===== config.mk =====
export PLATFORM = sky130hd
export DESIGN_NAME = alu_cmd_driver
export DESIGN_NICKNAME = d
export VERILOG_FILES = /design/src/rtl/alu_pkg.sv /design/src/rtl/alu_cmd_driver_fifo.sv /design/src/rtl/alu_cmd_driver.sv
export SDC_FILE = /design/constraint.sdc
export NUM_CORES = 1
export LEC_CHECK = 0
export ABC_AREA = 1
export CAP_MARGIN = 20
export CELL_PAD_IN_SITES_DETAIL_PLACEMENT = 2
export CELL_PAD_IN_SITES_GLOBAL_PLACEMENT = 2
export CORE_MARGIN = 5
export CORE_UTILIZATION = 33
export CTS_CLUSTER_DIAMETER = 150
export DETAILED_ROUTE_END_ITERATION = 6
export GPL_TIMING_DRIVEN = 0
export HOLD_SLACK_MARGIN = 0.1
export PLACE_DENSITY_LB_ADDON = 0.1
export SETUP_SLACK_MARGIN = 0.4
export SLEW_MARGIN = 15
export SYNTH_ARGS = -nofsm -noshare
export SYNTH_HDL_FRONTEND = slang
export SYNTH_HIERARCHICAL = 1
export SYNTH_SLANG_ARGS = --single-unit

===== constraint.sdc =====
create_clock -name clk -period 10.6 [get_ports clk]
set_input_delay 1.59 -clock clk [delete_from_list [all_inputs] [get_ports clk]]
set_output_delay 1.59 -clock clk [all_outputs]
set_load 0.02 [all_outputs]

===== src/rtl/alu_pkg.sv =====
`default_nettype none
// +----------------------------------------------------------------------------+
// | Package : alu_pkg                                                          |
// | Purpose : Shared ALU definitions: opcode encoding, data width and the      |
// |           opcode driven onto the ALU when no command is being issued.      |
// | Rev     : 1.0  initial release                                             |
// +----------------------------------------------------------------------------+
package alu_pkg;

  localparam int ALU_DATA_W = 32;

  typedef enum logic [2:0] {
    ALU_ADD = 3'd0,
    ALU_SUB = 3'd1,
    ALU_AND = 3'd2,
    ALU_OR  = 3'd3,
    ALU_XOR = 3'd4
  } alu_op_e;

  // AND of two zero operands keeps the ALU datapath quiet during idle slots.
  localparam alu_op_e ALU_IDLE_OP = ALU_AND;

endpackage
`default_nettype wire


===== src/rtl/alu_cmd_driver_fifo.sv =====
`default_nettype none
// +----------------------------------------------------------------------------+
// | Module  : alu_cmd_driver_fifo                                              |
// | Purpose : Synchronous show-ahead FIFO with registered storage. The head    |
// |           entry is visible on head_data whenever empty is low.             |
// | Ports   : clk, rst (async, active-high)                                    |
// |           push, push_data  - write side                                    |
// |           pop, head_data   - read side (pop advances the head)             |
// |           count, empty     - occupancy                                     |
// | Params  : WIDTH entry width, DEPTH entries (power of 2, >= 2)              |
// | Rev     : 1.0  initial release                                             |
// +----------------------------------------------------------------------------+
module alu_cmd_driver_fifo #(
  parameter int WIDTH = 37,
  parameter int DEPTH = 4
) (
  input  logic                     clk,
  input  logic                     rst,
  input  logic                     push,
  input  logic [WIDTH-1:0]         push_data,
  input  logic                     pop,
  output logic [WIDTH-1:0]         head_data,
  output logic [$clog2(DEPTH):0]   count,
  output logic                     empty
);

  localparam int PTR_W = (DEPTH > 1) ? $clog2(DEPTH) : 1;
  localparam int CNT_W = $clog2(DEPTH) + 1;

  logic [WIDTH-1:0] mem [DEPTH];
  logic [PTR_W-1:0] wr_ptr;
  logic [PTR_W-1:0] rd_ptr;
  logic             full;

  assign empty     = (count == '0);
  assign full      = (count == CNT_W'(DEPTH));
  assign head_data = mem[rd_ptr];

  // Storage is cleared on reset so the read port shows zero after reset.
  // Pointers are exactly log2(DEPTH) wide, so increments wrap modulo DEPTH.
  always_ff @(posedge clk or posedge rst) begin
    if (rst) begin
      for (int i = 0; i < DEPTH; i++) begin
        mem[i] <= '0;
      end
      wr_ptr <= '0;
      rd_ptr <= '0;
      count  <= '0;
    end else begin
      if (push) begin
        mem[wr_ptr] <= push_data;
        wr_ptr      <= wr_ptr + 1'b1;
      end
      if (pop) begin
        rd_ptr <= rd_ptr + 1'b1;
      end
      case ({push, pop})
        2'b10:   count <= count + 1'b1;
        2'b01:   count <= count - 1'b1;
        default: count <= count;
      endcase
    end
  end

  // The credit scheme upstream guarantees neither of these ever happens.
  a_no_pop_empty : assert property (@(posedge clk) disable iff (rst) !(pop && empty));
  a_no_push_full : assert property (@(posedge clk) disable iff (rst) !(push && full));

endmodule
`default_nettype wire


===== src/rtl/alu_cmd_driver.sv =====
`default_nettype none
// +----------------------------------------------------------------------------+
// | Module  : alu_cmd_driver                                                   |
// | Purpose : Initiator for a registered 32-bit ALU. Accepts tagged commands   |
// |           (valid/ready), drives A/B/Opcode into the ALU, captures          |
// |           Result/Error one cycle later and returns in-order tagged         |
// |           responses through a buffered valid/ready port.                   |
// | Ports   : clk, rst (async, active-high, shared with ALU)                   |
// |           cmd_valid/cmd_ready/cmd_a/cmd_b/cmd_op/cmd_tag - command in      |
// |           alu_a/alu_b/alu_opcode (registered), alu_result/alu_error - ALU  |
// |           rsp_valid/rsp_ready/rsp_result/rsp_error/rsp_tag - response out  |
// |           stat_issued/stat_errors - only with ALU_CMD_DRIVER_STATS_EN      |
// | Macro   : ALU_CMD_DRIVER_STATS_EN adds saturating 16-bit counters of       |
// |           accepted commands and of responses captured with error=1.        |
// | Rev     : 1.0  initial release                                             |
// +----------------------------------------------------------------------------+
module alu_cmd_driver
  import alu_pkg::*;
#(
  parameter int TAG_W     = 4,
  parameter int RSP_DEPTH = 4
) (
  input  logic                  clk,
  input  logic                  rst,
  input  logic                  cmd_valid,
  output logic                  cmd_ready,
  input  logic [ALU_DATA_W-1:0] cmd_a,
  input  logic [ALU_DATA_W-1:0] cmd_b,
  input  logic [2:0]            cmd_op,
  input  logic [TAG_W-1:0]      cmd_tag,
  output logic [ALU_DATA_W-1:0] alu_a,
  output logic [ALU_DATA_W-1:0] alu_b,
  output logic [2:0]            alu_opcode,
  input  logic [ALU_DATA_W-1:0] alu_result,
  input  logic                  alu_error,
  output logic                  rsp_valid,
  input  logic                  rsp_ready,
  output logic [ALU_DATA_W-1:0] rsp_result,
  output logic                  rsp_error,
  output logic [TAG_W-1:0]      rsp_tag
`ifdef ALU_CMD_DRIVER_STATS_EN
  ,
  output logic [15:0]           stat_issued,
  output logic [15:0]           stat_errors
`endif
);

  localparam int CNT_W  = $clog2(RSP_DEPTH) + 1;
  localparam int USED_W = CNT_W + 1;
  localparam int ENT_W  = TAG_W + 1 + ALU_DATA_W;

  logic              s0_vld;
  logic [TAG_W-1:0]  s0_tag;
  logic              s1_vld;
  logic [TAG_W-1:0]  s1_tag;
  logic [CNT_W-1:0]  fifo_count;
  logic              fifo_empty;
  logic [ENT_W-1:0]  fifo_head;
  logic [USED_W-1:0] credits_used;
  logic              accept;
  logic              push;
  logic              pop;

  // Every command in flight owns a FIFO slot in advance, so the FIFO can never
  // overflow. Only registered state feeds cmd_ready.
  assign credits_used = USED_W'(fifo_count) + USED_W'(s0_vld) + USED_W'(s1_vld);
  assign cmd_ready    = (credits_used < USED_W'(RSP_DEPTH));
  assign accept       = cmd_valid & cmd_ready;

  // S0: issue registers feeding the ALU. Idle slots drive AND 0,0.
  always_ff @(posedge clk or posedge rst) begin
    if (rst) begin
      alu_a      <= '0;
      alu_b      <= '0;
      alu_opcode <= 3'(ALU_IDLE_OP);
      s0_vld     <= 1'b0;
      s0_tag     <= '0;
    end else if (accept) begin
      alu_a      <= cmd_a;
      alu_b      <= cmd_b;
      alu_opcode <= cmd_op;
      s0_vld     <= 1'b1;
      s0_tag     <= cmd_tag;
    end else begin
      alu_a      <= '0;
      alu_b      <= '0;
      alu_opcode <= 3'(ALU_IDLE_OP);
      s0_vld     <= 1'b0;
    end
  end

  // S1: mirrors the ALU's own output register; the tag rides with the valid bit
  // so the captured result is paired with the command that produced it.
  always_ff @(posedge clk or posedge rst) begin
    if (rst) begin
      s1_vld <= 1'b0;
      s1_tag <= '0;
    end else begin
      s1_vld <= s0_vld;
      s1_tag <= s0_tag;
    end
  end

  assign push      = s1_vld;
  assign rsp_valid = !fifo_empty;
  assign pop       = rsp_valid & rsp_ready;

  alu_cmd_driver_fifo #(
    .WIDTH (ENT_W),
    .DEPTH (RSP_DEPTH)
  ) u_rsp_fifo (
    .clk       (clk),
    .rst       (rst),
    .push      (push),
    .push_data ({s1_tag, alu_error, alu_result}),
    .pop       (pop),
    .head_data (fifo_head),
    .count     (fifo_count),
    .empty     (fifo_empty)
  );

  assign {rsp_tag, rsp_error, rsp_result} = fifo_head;

`ifdef ALU_CMD_DRIVER_STATS_EN
  always_ff @(posedge clk or posedge rst) begin
    if (rst) begin
      stat_issued <= '0;
      stat_errors <= '0;
    end else begin
      if (accept && (stat_issued != 16'hFFFF)) begin
        stat_issued <= stat_issued + 1'b1;
      end
      if (push && alu_error && (stat_errors != 16'hFFFF)) begin
        stat_errors <= stat_errors + 1'b1;
      end
    end
  end
`endif

endmodule
`default_nettype wire


==> results.txt <==
- Max-slew violation count: 0
* Number of buffers added on ports: 213
- Of the total power, combinational logic draws 0.458.
- The number of setup buffers added after CTS is 0.
- Number of clock sinks: 232
- Tcrit/Tclk final: 0.3834
- Area enclosed by the die boundary: 0.03435 mm^2
- P per Cell Area: 321.7 mW/mm^2
- Final hold vios: 0
* Longest individual stage delay on the worst path: 0.62 ns
- Share of final-layout standard cells stronger than drive strength 1: 0.1185
- The first global-routing pass estimated 53,270 um of wire.
- The worst setup path is of the reg -> out kind.
- CTS root buf: sky130_fd_sc_hd__clkbuf_16
- Setup-violating endpoint count in the final report: 0
- Arrival time at the worst endpoint: 2.47 ns
- The design draws 0.004425 W.
- Period minus WS final: 4.064 ns
* Power share of the clock group: 0.217
- Setup total negative slack on the finished layout was measured at 0 ns.
- Total overflow reported by the global router: 0
* Hold path cells: 0
* Antenna diodes: 0
* Headroom to the max-slew limit: 0.5239
- For the worst flop-to-flop path, the logic depth is 9.
- ANT nets after route: 0
- Summed over all cells, the static leakage comes to 6.897 nW.
- Core area: 0.03051 mm^2
- The HPWL after detailed placement is 23,820 um.
- In this run the core area contains 64 standard-cell rows.
* Most common cell after layout, fill and taps aside: sky130_fd_sc_hd__nand2_1
- Net Sw Frac: 0.3958
- The later pin in the worst-skew pair is clocked with a latency of 0.54 ns.
* Average via count per standard cell: 4.728
* Chain of cells forming the critical path: inv_1 > clkbuf_1 > o211ai_2 > nand2_1 > clkdlybuf4s50_1
- In this run, post-CTS repair resized a total of 0 instances.
- Mean post-synth cell area: 9.351 um^2
* Clock Skews: 0.004548 ns
- Before CTS, the worst setup slack after placement is 6.856 ns.
- Critical path peak fanout: 10
* Drt first-iter violations: 296
- Of the total power, registers draw 0.325.
- The via count of the first global-routing pass was 9,467.
* Proportion of synthesized chip area in sequential cells: 0.5723
- Ports: 214
- For this configuration, the core starts out at a cell density of 0.3326.
- Netlist Area Pre-Place: 0.01015 mm^2
- In this run the number of H-tree levels came out at 1.
- The flow ran to the end, and the final reports show no timing, DRC or antenna violations.
- For this run, the share of the core covered by cells in the final layout is 0.4510.
- Yosys printed 6 warnings.
- Count of TritonRoute iterations in the first routing pass: 4
* Kind of start point of the critical path: flip-flop
* Netlist cell types: 25
* Routability Congestion: 0.7420
- Horizontal die dimension: 185.3 um
- RSZ-0062 raised after global routing: no
- CTS tree: yes
* Main area contributors after synthesis: sky130_fd_sc_hd__dfrtp_1 57%, sky130_fd_sc_hd__nand2_1 10%, sky130_fd_sc_hd__inv_1 7.2%, sky130_fd_sc_hd__buf_6 4.9%, sky130_fd_sc_hd__o211ai_1 4.7%
- The path class of the tightest hold or removal check is reg -> reg.
- Clock tree synthesis inserted a total of 28 buffers.
- CTS clock-pin slew for the worst setup and hold paths: 0.06 ns
- Across all setup checks in the final design, the least slack found is 6.536 ns.
* Crit path capture type: output port
* Crit path required time: 9.01 ns
- Overall routing resource usage: 0.1989
- The routed design has 33,680 um of wire.
- Detailed-route wire length per cell: 19.29 um
* Power dissipated by switching net loads: 0.001751 W
- Fraction of post-synthesis cell area in the top cell type by area: 0.5697
* Number of remaining DRC errors: 0
- NumNets Final: 1,445
- Die Ht: 185.3 um
- Cell internal power was estimated by the tool at 0.002674 W.
- The initial antenna violation count was 0.
- The clock passes through at most 3 buffers.
- Hold repair after CTS inserted 0 buffers.
* Net count of the mapped netlist: 1,200
- IR drop worst, VDD: 0.1317 mV
- Post-Syn Instances: 1,085
* Max-Cap Viols: 0
- In the layout the commonest cells are 276 x sky130_fd_sc_hd__nand2_1, 231 x sky130_fd_sc_hd__dfrtp_1, 213 x sky130_fd_sc_hd__clkdlybuf4s50_1.
* Total via count after detailed routing: 8,255
- Largest area contributor in the synthesized netlist: sky130_fd_sc_hd__dfrtp_1
- Achievable Freq: 246.1 MHz
- Relative to the synthesized area, the layout overhead comes to 35.60%.
- Largest net degree at the start of global routing: 94
- Slowest cell on the critical path: sky130_fd_sc_hd__clkdlybuf4s50_1
- Flops & latches, synth: 232
- Measured slew at the worst slew-check pin: 0.7141 ns
==> power by group through the flow <==
| stage | registers [W] | clock network [W] | logic, W |
|---|---|---|---|
| detailed placement | 0.00145 | 0 | 0.00206 |
| finish | 0.00144 | 0.000959 | 0.00203 |
| floorplan | 0.00146 | 0 | 0.00118 |
| global placement | 0.00143 | 0 | 0.00200 |
| CTS | 0.00144 | 0.000987 | 0.00208 |
| global route | 0.00148 | 0.00103 | 0.00224 |
==> sequential cells by signal (all words and copies together) (netlist names) <==
signal,count
alu_a,32
u_rsp_fifo/mem,148
u_rsp_fifo/rd_ptr,2
alu_opcode,3
u_rsp_fifo/count,3
alu_b,32
push,1
s1_tag,4
s0_vld,1
s0_tag,4
u_rsp_fifo/wr_ptr,2
==> worst max-delay path, delay by kind of cell (launching register included) <==
kind	cells	cell delay (ns)
buf+inv	3	1.22
flops	1	0.37
compound gates	1	0.21
simple gates	1	0.14
==> area by class of cell <==
cell class | instances | area (um^2)
clock buffer | 44 | 872.1
fill | 3263 | 16750
buffer | 65 | 614.3
sequential | 232 | 5807
clock inverter | 6 | 55.05
timing repair buffer | 215 | 2180
inverter | 195 | 742.0
multi-input combinational | 593 | 2993
tap | 396 | 495.5
==> kinds of logic after synthesis <==
| group | count (synthesis) | share of synthesized area |
|---|---|---|
| flops | 232 | 0.5723 |
| compound gates | 225 | 0.1453 |
| buf+inv | 260 | 0.1327 |
| xor+xnor | 4 | 0.003454 |
| fa+ha+maj | 7 | 0.009372 |
| simple gates | 357 | 0.1369 |
==> path summary, 6_finish.rpt <==
path	from	endpoint	slack (ns)
worst max-delay path	u_rsp_fifo/rd_ptr[1]	rsp_tag[2]	6.54
worst min-delay path	s0_tag[0]	s1_tag[0]	0.37
worst max register to register	u_rsp_fifo/count[1]	u_rsp_fifo/count[2]	8.36
worst min register to register	s0_tag[0]	s1_tag[0]	0.37
max in group asynchronous	rst	u_rsp_fifo/mem[98]	8.20
min in group asynchronous	rst	alu_b[11]	1.61
==> synth_stat cells (all sizes together) <==
cell type / instances
buf: 64
nor3: 1
dfrtp: 231
nand2: 282
xnor2: 1
o211ai: 74
a21oi: 1
ha: 6
nor2: 67
inv: 195
clkbuf: 1
nand3: 2
nand4: 5
o21ai: 150
xor2: 3
fa: 1
dfstp: 1
==> per-layer routing <==
metal,GRT usage,share of wire,wire length (um)
met1,0.2259,0.39,13200
met2,0.3526,0.49,16520
met3,0.08916,0.11,3555
met4,0.03024,0.012,400
met5,0,0,0
==> metrics by stage <==
step,instance area (um^2),hold WS (ns),instances
finish,13760,0.3746,1746
global route,13760,0.3902,1746
CTS,13760,0.3783,1746
detailed placement,12830,0.3643,1696
global placement,12770,0.3591,1694
floorplan,10150,0.3540,1085
Note: power is estimated with default switching activity, not from simulation.
